### src/rtl/mxv_cmd_parser_if.sv
// Byte-stream and FIFO-side bus of the matrix/vector command parser.
// The parser is the slave: it takes bytes from the receiver and drives the FIFO/control side.
interface mxv_cmd_parser_if #(
  parameter int DW   = 8,
  parameter int NMAX = 8
);
  logic [DW-1:0]   rx_data;
  logic            rx_flag;
  logic [DW-1:0]   fifo_data;
  logic [NMAX:0]   push;
  logic [3:0]      n_size;
  logic            start_mxv;
  logic            resend;
  logic [2:0]      comando;
  logic            frame_err;

  modport master (
    output rx_data, rx_flag,
    input  fifo_data, push, n_size, start_mxv, resend, comando, frame_err
  );

  modport slave (
    input  rx_data, rx_flag,
    output fifo_data, push, n_size, start_mxv, resend, comando, frame_err
  );
endinterface

### src/rtl/mxv_cmd_parser.sv
// Frame parser for the UART command stream: FE, L, CMD, payload, EF.
// Routes matrix/vector payload to one-hot FIFO pushes and raises control pulses on accept.
module mxv_cmd_parser #(
  parameter int DW   = 8,
  parameter int NMAX = 8
) (
  input  logic             clk,
  input  logic             rst,
  mxv_cmd_parser_if.slave  bus
);

  typedef enum logic [2:0] {
    S_IDLE,
    S_LEN,
    S_CMD,
    S_DATA,
    S_SKIP,
    S_END
  } state_t;

  localparam int RW = $clog2(NMAX + 1);
  localparam int LW = DW + 8;
  localparam logic [DW-1:0] SOF_BYTE = DW'(8'hFE);
  localparam logic [DW-1:0] EOF_BYTE = DW'(8'hEF);

  localparam logic [2:0] CMD_SET_N  = 3'd1;
  localparam logic [2:0] CMD_RESEND = 3'd2;
  localparam logic [2:0] CMD_MATRIX = 3'd3;
  localparam logic [2:0] CMD_VECTOR = 3'd4;
  localparam logic [2:0] CMD_START  = 3'd5;

  state_t          state_q, state_d;
  logic [DW-1:0]   len_q, len_d;
  logic [2:0]      cmd_q, cmd_d;
  logic [DW-1:0]   rem_q, rem_d;
  logic [RW-1:0]   row_q, row_d;
  logic [3:0]      col_q, col_d;
  logic [DW-1:0]   n_pend_q, n_pend_d;
  logic [3:0]      n_size_q, n_size_d;
  logic [NMAX:0]   push_q, push_d;
  logic [DW-1:0]   fifo_data_q, fifo_data_d;
  logic            start_q, start_d;
  logic            resend_q, resend_d;
  logic [2:0]      comando_q, comando_d;
  logic            frame_err_q, frame_err_d;

  logic [LW-1:0]   exp_len;
  logic            cmd_ok;
  logic            n_pend_ok;

  // Expected L for the command byte currently on rx_data, at the N in force now.
  always_comb begin
    exp_len = '0;
    case (bus.rx_data)
      DW'(8'h01): exp_len = LW'(2);
      DW'(8'h02): exp_len = LW'(1);
      DW'(8'h03): exp_len = LW'(n_size_q) * LW'(n_size_q) + LW'(1);
      DW'(8'h04): exp_len = LW'(n_size_q) + LW'(1);
      DW'(8'h05): exp_len = LW'(1);
      default:    exp_len = '0;
    endcase
  end

  assign cmd_ok    = (exp_len != '0) && (LW'(len_q) == exp_len);
  assign n_pend_ok = (n_pend_q >= DW'(2)) && (n_pend_q <= DW'(NMAX));

  always_comb begin
    state_d     = state_q;
    len_d       = len_q;
    cmd_d       = cmd_q;
    rem_d       = rem_q;
    row_d       = row_q;
    col_d       = col_q;
    n_pend_d    = n_pend_q;
    n_size_d    = n_size_q;
    push_d      = '0;
    fifo_data_d = fifo_data_q;
    start_d     = 1'b0;
    resend_d    = 1'b0;
    comando_d   = comando_q;
    frame_err_d = 1'b0;

    if (bus.rx_flag) begin
      case (state_q)
        S_IDLE: begin
          if (bus.rx_data == SOF_BYTE) state_d = S_LEN;
        end

        S_LEN: begin
          len_d = bus.rx_data;
          if (bus.rx_data == '0) begin
            frame_err_d = 1'b1;
            state_d     = S_IDLE;
          end else begin
            state_d = S_CMD;
          end
        end

        S_CMD: begin
          cmd_d = bus.rx_data[2:0];
          rem_d = len_q - DW'(1);
          if (cmd_ok) begin
            row_d   = '0;
            col_d   = '0;
            state_d = (len_q == DW'(1)) ? S_END : S_DATA;
          end else begin
            // rem counts payload still to discard; the end byte follows when it hits zero.
            frame_err_d = 1'b1;
            state_d     = S_SKIP;
          end
        end

        S_DATA: begin
          case (cmd_q)
            CMD_MATRIX: begin
              push_d[row_q] = 1'b1;
              fifo_data_d   = bus.rx_data;
              if (col_q == n_size_q - 4'd1) begin
                col_d = '0;
                row_d = row_q + RW'(1);
              end else begin
                col_d = col_q + 4'd1;
              end
            end
            CMD_VECTOR: begin
              push_d[NMAX] = 1'b1;
              fifo_data_d  = bus.rx_data;
            end
            CMD_SET_N: n_pend_d = bus.rx_data;
            default: ;
          endcase
          rem_d = rem_q - DW'(1);
          if (rem_q == DW'(1)) state_d = S_END;
        end

        S_SKIP: begin
          if (rem_q == '0) state_d = S_IDLE;
          else             rem_d   = rem_q - DW'(1);
        end

        S_END: begin
          state_d = S_IDLE;
          if (bus.rx_data == EOF_BYTE) begin
            comando_d = cmd_q;
            case (cmd_q)
              CMD_SET_N: begin
                if (n_pend_ok) n_size_d    = n_pend_q[3:0];
                else           frame_err_d = 1'b1;
              end
              CMD_RESEND: resend_d = 1'b1;
              CMD_START:  start_d  = 1'b1;
              default: ;
            endcase
          end else begin
            frame_err_d = 1'b1;
          end
        end

        default: state_d = S_IDLE;
      endcase
    end
  end

  always_ff @(posedge clk or posedge rst) begin
    if (rst) begin
      state_q     <= S_IDLE;
      len_q       <= '0;
      cmd_q       <= '0;
      rem_q       <= '0;
      row_q       <= '0;
      col_q       <= '0;
      n_pend_q    <= '0;
      n_size_q    <= 4'd2;
      push_q      <= '0;
      fifo_data_q <= '0;
      start_q     <= 1'b0;
      resend_q    <= 1'b0;
      comando_q   <= '0;
      frame_err_q <= 1'b0;
    end else begin
      state_q     <= state_d;
      len_q       <= len_d;
      cmd_q       <= cmd_d;
      rem_q       <= rem_d;
      row_q       <= row_d;
      col_q       <= col_d;
      n_pend_q    <= n_pend_d;
      n_size_q    <= n_size_d;
      push_q      <= push_d;
      fifo_data_q <= fifo_data_d;
      start_q     <= start_d;
      resend_q    <= resend_d;
      comando_q   <= comando_d;
      frame_err_q <= frame_err_d;
    end
  end

  assign bus.push      = push_q;
  assign bus.fifo_data = fifo_data_q;
  assign bus.n_size    = n_size_q;
  assign bus.start_mxv = start_q;
  assign bus.resend    = resend_q;
  assign bus.comando   = comando_q;
  assign bus.frame_err = frame_err_q;

endmodule
### src/flat_wrapper.sv
// flat-port wrapper written by rule: the top's interface ports become plain ports
module mxv_cmd_parser_flat 
#(
  parameter int DW   = 8,
  parameter int NMAX = 8
)
  (clk, rst, bus_rx_data, bus_rx_flag, bus_fifo_data, bus_push, bus_n_size, bus_start_mxv, bus_resend, bus_comando, bus_frame_err);
  mxv_cmd_parser_if #(.DW(DW), .NMAX(NMAX)) bus_i ();
  input  logic clk;
  input  logic rst;
  input wire logic [$bits(bus_i.rx_data)-1:0] bus_rx_data;
  input wire logic [$bits(bus_i.rx_flag)-1:0] bus_rx_flag;
  output wire logic [$bits(bus_i.fifo_data)-1:0] bus_fifo_data;
  output wire logic [$bits(bus_i.push)-1:0] bus_push;
  output wire logic [$bits(bus_i.n_size)-1:0] bus_n_size;
  output wire logic [$bits(bus_i.start_mxv)-1:0] bus_start_mxv;
  output wire logic [$bits(bus_i.resend)-1:0] bus_resend;
  output wire logic [$bits(bus_i.comando)-1:0] bus_comando;
  output wire logic [$bits(bus_i.frame_err)-1:0] bus_frame_err;
  assign bus_i.rx_data = bus_rx_data;
  assign bus_i.rx_flag = bus_rx_flag;
  assign bus_fifo_data = bus_i.fifo_data;
  assign bus_push = bus_i.push;
  assign bus_n_size = bus_i.n_size;
  assign bus_start_mxv = bus_i.start_mxv;
  assign bus_resend = bus_i.resend;
  assign bus_comando = bus_i.comando;
  assign bus_frame_err = bus_i.frame_err;
  mxv_cmd_parser #(.DW(DW), .NMAX(NMAX)) u_core (.clk(clk), .rst(rst), .bus(bus_i));
endmodule
### config.mk
export PLATFORM = sky130hd
export DESIGN_NAME = mxv_cmd_parser_flat
export DESIGN_NICKNAME = d
export VERILOG_FILES = /design/src/rtl/mxv_cmd_parser_if.sv /design/src/rtl/mxv_cmd_parser.sv /design/src/flat_wrapper.sv
export SDC_FILE = /design/constraint.sdc
export NUM_CORES = 1
export LEC_CHECK = 0
export ABC_AREA = 1
export ABC_CLOCK_PERIOD_IN_PS = 2200
export CORE_MARGIN = 4
export CORE_UTILIZATION = 46
export DETAILED_ROUTE_END_ITERATION = 16
export PLACE_DENSITY = 0.78
export SLEW_MARGIN = 5
export SYNTH_ARGS = -nofsm -noshare
export SYNTH_HDL_FRONTEND = slang
export SYNTH_SLANG_ARGS = --single-unit
### constraint.sdc
create_clock -name clk -period 2.2 [get_ports clk]
set_input_delay 0.66 -clock clk [delete_from_list [all_inputs] [get_ports clk]]
set_output_delay 0.66 -clock clk [all_outputs]
set_load 0.02 [all_outputs]
After elaboration in Yosys (flattened, before gate mapping) --
Cells that the tools add are included.
Word-level totals: register bits after elaboration 65, input bits 11, output and inout bits 27, logic and storage cells 113
Operators by class: add/sub/neg operators 7, multiply operators 1, order comparisons 4, eq/ne operators 28, muxes and demuxes 38, reduce and logical (&&, ||, !) cells 21
Operators by type and width (number):
- $pmux 16 s4 | 1
- $eq 8x1->1 const B | 3
- $pmux 8 s3 | 1
- $mux 4 | 5
- $mux 9 | 2
- $eq 8x16->1 | 1
- $eq 8x2->1 const B | 2
- $eq 8x3->1 const B | 2
- $eq 8x8->1 const B | 2
- $logic_not 8->1 | 2
- $mux 8 | 2
- $pmux 4 s2 | 2
- $reduce_bool 16->1 | 1
- $sub 8x1->8 const B | 2
- $mux 1 | 15
- $mux 3 | 5
- $pmux 3 s5 | 1
- $eq 3x2->1 const B | 4
- $eq 3x3->1 const B | 4
- $reduce_and 3->1 | 4
- $ne 2x1->1 const B | 5
- $reduce_and 5->1 | 2
- $add 8x1->9 const B | 1
- $add 4x1->4 const B | 2
- 21 further kinds | 28

Logic depth before layout (Yosys ltp) --
depth after elaboration 8, mapped depth 21, depth with buffers taken out 20

Worst setup path after synthesis --
No wires, ideal clock.
path type register to register, start register u_core.n_size_q[2] (netlist: u_core.bus.n_size[2]), end register u_core.row_q[0], arrival 2.372 ns, slack -0.289 ns, stages on the path, launching flop included 21, clock period less this slack 2.489 ns, cells stage by stage dfrtp_1 -> buf_2 -> nand2_1 -> inv_2 -> nand2_1 -> clkinv_1 -> fa_1 -> nand2_1 -> inv_1 -> nor2_1 -> nand3_1 -> nand2_1 -> nand2_1 -> nand2_1 -> nand3_2 -> nor2_2 -> nand3_2 -> nand2_2 -> nand2_2 -> o21ai_1 -> inv_1
Between the ends: cells in the longest elaborated chain, start to end 7, elaborated cells between the ends (all ways) 12
RTL lines:
- start, declared | line mxv_cmd_parser.sv:39 | logic [3:0] n_size_q, n_size_d;
- start signal, assigned | line mxv_cmd_parser.sv:188 | n_size_q <= n_size_d;
- $mul 4x4->8 | line mxv_cmd_parser.sv:57 | DW'(8'h03): exp_len = LW'(n_size_q) * LW'(n_size_q) + LW'(1);
- $add 8x1->9 | line mxv_cmd_parser.sv:57
- $pmux 16 s4 | line mxv_cmd_parser.sv:54 | case (bus.rx_data)
- $eq 8x16->1 / $reduce_bool 16->1 (equally long branches) | line mxv_cmd_parser.sv:64 | assign cmd_ok = (exp_len != '0) && (LW'(len_q) == exp_len);
- $logic_and 1x1->1 | line mxv_cmd_parser.sv:64
- $ne 2x1->1 (no line)
- $reduce_and 5->1 (no line) *
- end signal, assigned | line mxv_cmd_parser.sv:185 | row_q <= row_d;
- end, declared | line mxv_cmd_parser.sv:36 | logic [RW-1:0] row_q, row_d;
Mark *: on every way between the ends. The rest lies on a longest branch, timed or not. A chain may end at the register's enable or synchronous reset.

Final worst setup path --
start register u_core.n_size_q[1] (netlist: u_core.bus.n_size[1]), end register u_core.frame_err_q (netlist: u_core.bus.frame_err)
Between the ends: cells in the longest elaborated chain, start to end 8, elaborated cells between the ends (all ways) 10
RTL lines:
- $mul 4x4->8 | line mxv_cmd_parser.sv:57
- $add 8x1->9 | line mxv_cmd_parser.sv:57
- $pmux 16 s4 * | line mxv_cmd_parser.sv:54
- $eq 8x16->1 / $reduce_bool 16->1 (equally long branches) | line mxv_cmd_parser.sv:64
- $logic_and 1x1->1 * | line mxv_cmd_parser.sv:64
- $mux 1 * | line mxv_cmd_parser.sv:102 | if (cmd_ok) begin
- $pmux 1 s3 * | line mxv_cmd_parser.sv:84 | case (state_q)
- $mux 1 * | line mxv_cmd_parser.sv:83 | if (bus.rx_flag) begin
- named net u_core.frame_err_d | line mxv_cmd_parser.sv:45 | logic frame_err_q, frame_err_d;
- end signal, assigned | line mxv_cmd_parser.sv:194 | frame_err_q <= frame_err_d;
- end, declared | line mxv_cmd_parser.sv:45
The timed path passes the listed nets; every way through them passes the cells marked *.

==> flow_summary.yaml <==
outcome:
  status: "finished, violations left"
  failed_checks: "negative setup slack"
yosys:
  synth_xor_area_share_pct: 3.53
  synth_fp_nets: 549
  avgSynthCellArea_um2: 7.63
  ys_seq_elements: 65
  async_reset_ff_share_pct: 100
  synth-simple-area-share_pct: 32.7
  yosysSeqAreaShare_pct: 41.1
  muxShareOfSynthArea_pct: 0.568
  synth_top_cell_area_share_pct: 40.4
  synth_area_leader_cell: "dfrtp_1"
  synth_top_family_by_area: "simple AND/OR/NAND/NOR gates"
  yosysWarningCount: 0
  yosysUniqueCellTypes: 37
  synth_area_leaders: "dfrtp_1, nand2_1, o21ai_0"
  syn_inst: 520
  yosys.area_share.adder_pct: 5.87
  synth-compound-area-share_pct: 9.12
  mappedNetlistArea_um2: 3970
  synth_edf_count: 0
  ys.flop_type: "dfrtp_1"
grt:
  antenna_found_initial: 0
  overflow: 0
  grt_usage_pct: 20.9
  grt_pass1_wl_um: 16900
  grt_max_degree: 38
  grt_pass1_vias: 3623
route:
  num_vias: 3679
  drt_iter0_drc: 185
  drtAntennaViolNets: 0
  drc: 0
  wl_um: 9930
  vias_per_cell: 5.15
  drt_pass1_iterations: 4
  wl_per_cell_um: 13.9
floorplanning:
  die_w_um: 101
  fp.dieArea_um2: 10200
  core_um2: 8300
  initial_core_util_pct: 47.8
  ios: 38
  die_y_um: 101
  rows: 33
layout:
  layout_commonest_cell: "nand2_1"
  area_growth_pct: 29.1
  drive_gt1_share_pct: 21.0
  diodes: 0
  layout_common_cells: "nand2_1, dfrtp_1, inv_1"
  nets: 634
place:
  io_buffers: 37
  dp_hpwl_um: 7660
  place_ws_ns: -0.545
  gp_congestion: 0.957
hold_path:
  hold_class: "reg -> reg"
sta:
  rsz0062_at_grt: "yes"
  finalCriticalPeriod_ns: 2.43
  timing.hold.ws_ns: 0.490
  worst_clock_skew_ns: 0.0103
  slew_viol_final: 0
  maxSlewHeadroom_pct: 65.0
  fmax_mhz: 412
  setup_ws_ns: -0.228
  setup_viol: 12
  fin_crit_sh_pct: 110
  final-hold-violation-count: 0
  worst_pin_slew_ns: 0.522
setup_path:
  crit_path_end_kind: "register"
  crit_family: "simple AND/OR/NAND/NOR gates"
  cpMaxStageDelayCell: "dfstp_2"
  cpPeakStageDelay_ns: 0.61
  cp-start-kind: "register"
  worst-path-max-fanout: 7
  worstPathCellList: "ha_2, fa_2, nand2_1, nand2_1, nor2_1, nand4_1, nand3_4, nand2_4, buf_4, a21oi_1"
  crit_arrival_ns: 2.67
  required_ns: 2.45
  critPathBufInv: 1
  r2r_slack_ns: -0.23
  worstSetupPathType: "reg -> reg"
  cpMostUsedCell: "nand2_1"
power:
  power_density_nw_per_um2: 958
  total_power_w: 0.00490
  cellLeakagePower_nw: 2.50
  vdd_drop_max_v: 0.000638
clock_network:
  cts_tree: "built"
  h-tree-depth: 3
  worst_setup_hold_path_clk_slew_ns: 0.07
  clock_latency_ns: 0.34
  cts.sinks: 65
  clock_path_buffers: 2
  cts_buffers: 9
  clockRootBuffer: "clkbuf_8"
flow_run:
  maxCapViolCount: 0
## routing by layer
| layer | track usage (%) | routed length [um] | up-vias |
|---|---|---|---|
| met1 | 27.1 | 4510 | 1726 |
| li1 | - | - | 1858 |
| met4 | 6.84 | 163 | 0 |
| met5 | 0 | 0 | - |
| met2 | 34.9 | 4830 | 83 |
| met3 | 4.36 | 426 | 12 |
## tightest hold or removal path: stages (launching register included)
cell	delay, ns
dfrtp_1	0.35
nand2_1	0.05
nand2_1	0.06
## path summary, 6_finish.rpt
path | startpoint | endpoint | depth (start not counted)
worst max-delay path | u_core.bus.n_size[1] | u_core.bus.frame_err | 10
worst min-delay path | u_core.bus.comando[0] | u_core.bus.comando[0] | 2
worst max register to register | u_core.bus.n_size[1] | u_core.bus.frame_err | 10
worst min register to register | u_core.bus.comando[0] | u_core.bus.comando[0] | 2
max in group asynchronous | rst | u_core.rem_q[6] | 3
min in group asynchronous | rst | u_core.bus.fifo_data[7] | 2
## stage by stage
| stage | utilization (%) | instance area (um^2) | instances | setup TNS (ns) |
|---|---|---|---|---|
| floorplan | - | 3990 | 520 | -0.531 |
| finish | 61.7 | 5120 | 715 | -2.23 |
| global placement | 57.4 | 4760 | 695 | -7.62 |
| CTS | 60.3 | 5010 | 712 | -2.00 |
| global route | 61.7 | 5120 | 715 | -3.97 |
| detailed placement | 57.4 | 4760 | 695 | -8.70 |
## logic make-up (layout without fill, tap and decap cells)
group                      after synthesis  after routing
and+or+nand+nor                        278            278
buffers and inverters                   71            161
AOI/OAI and AO/OA                       70             70
DFF                                     65             65
adders and majority gates               18             18
xor gates and xnor gates                16             16
muxes                                    2              2
## report_power, final
group	total [W]	switching (W)	internal (W)
logic	0.00194	0.00119	0.000756
registers	0.00194	0.000385	0.00156
clock network	0.00102	0.000465	0.000555
total	0.00490	0.00204	0.00287
## cell type report
class,instances,area (um^2)
fillers,710,3180
multi-input cells,384,2180
flip-flops and latches,65,1630
repair buffers,82,726
inverters,63,245
clock buffers,10,138
well taps,105,131
clock inverters,6,67.6
## cells in the mapped netlist, drive strengths merged, types with 3 or more instances
cell type / number
nor3: 17
nor2: 55
nor4: 4
nand3: 36
inv: 62
nand4: 16
clkbuf: 5
nand2: 146
o21ai: 53
ha: 17
a21oi: 14
dfrtp: 64
buf: 3
xor2: 11
xnor2: 5
## state kept, by name (all words and copies together) (netlist names)
name	flops
u_core.bus.push	9
u_core.bus.fifo_data	8
u_core.len_q	8
u_core.n_pend_q	8
u_core.rem_q	8
u_core.bus.n_size	4
u_core.col_q	4
u_core.row_q	4
u_core.bus.comando	3
u_core.cmd_q	3
u_core.state_q	3
u_core.bus.frame_err	1
u_core.bus.resend	1
u_core.bus.start_mxv	1
## timing repair
action                                  CTS  global route
hold buffers                              0             0
buffers inserted                          1             3
endpoints found under the setup margin   16            17
pin swaps                                 5            15
gates resized for setup                   9            24
Power figures use the tool's default switching activity.
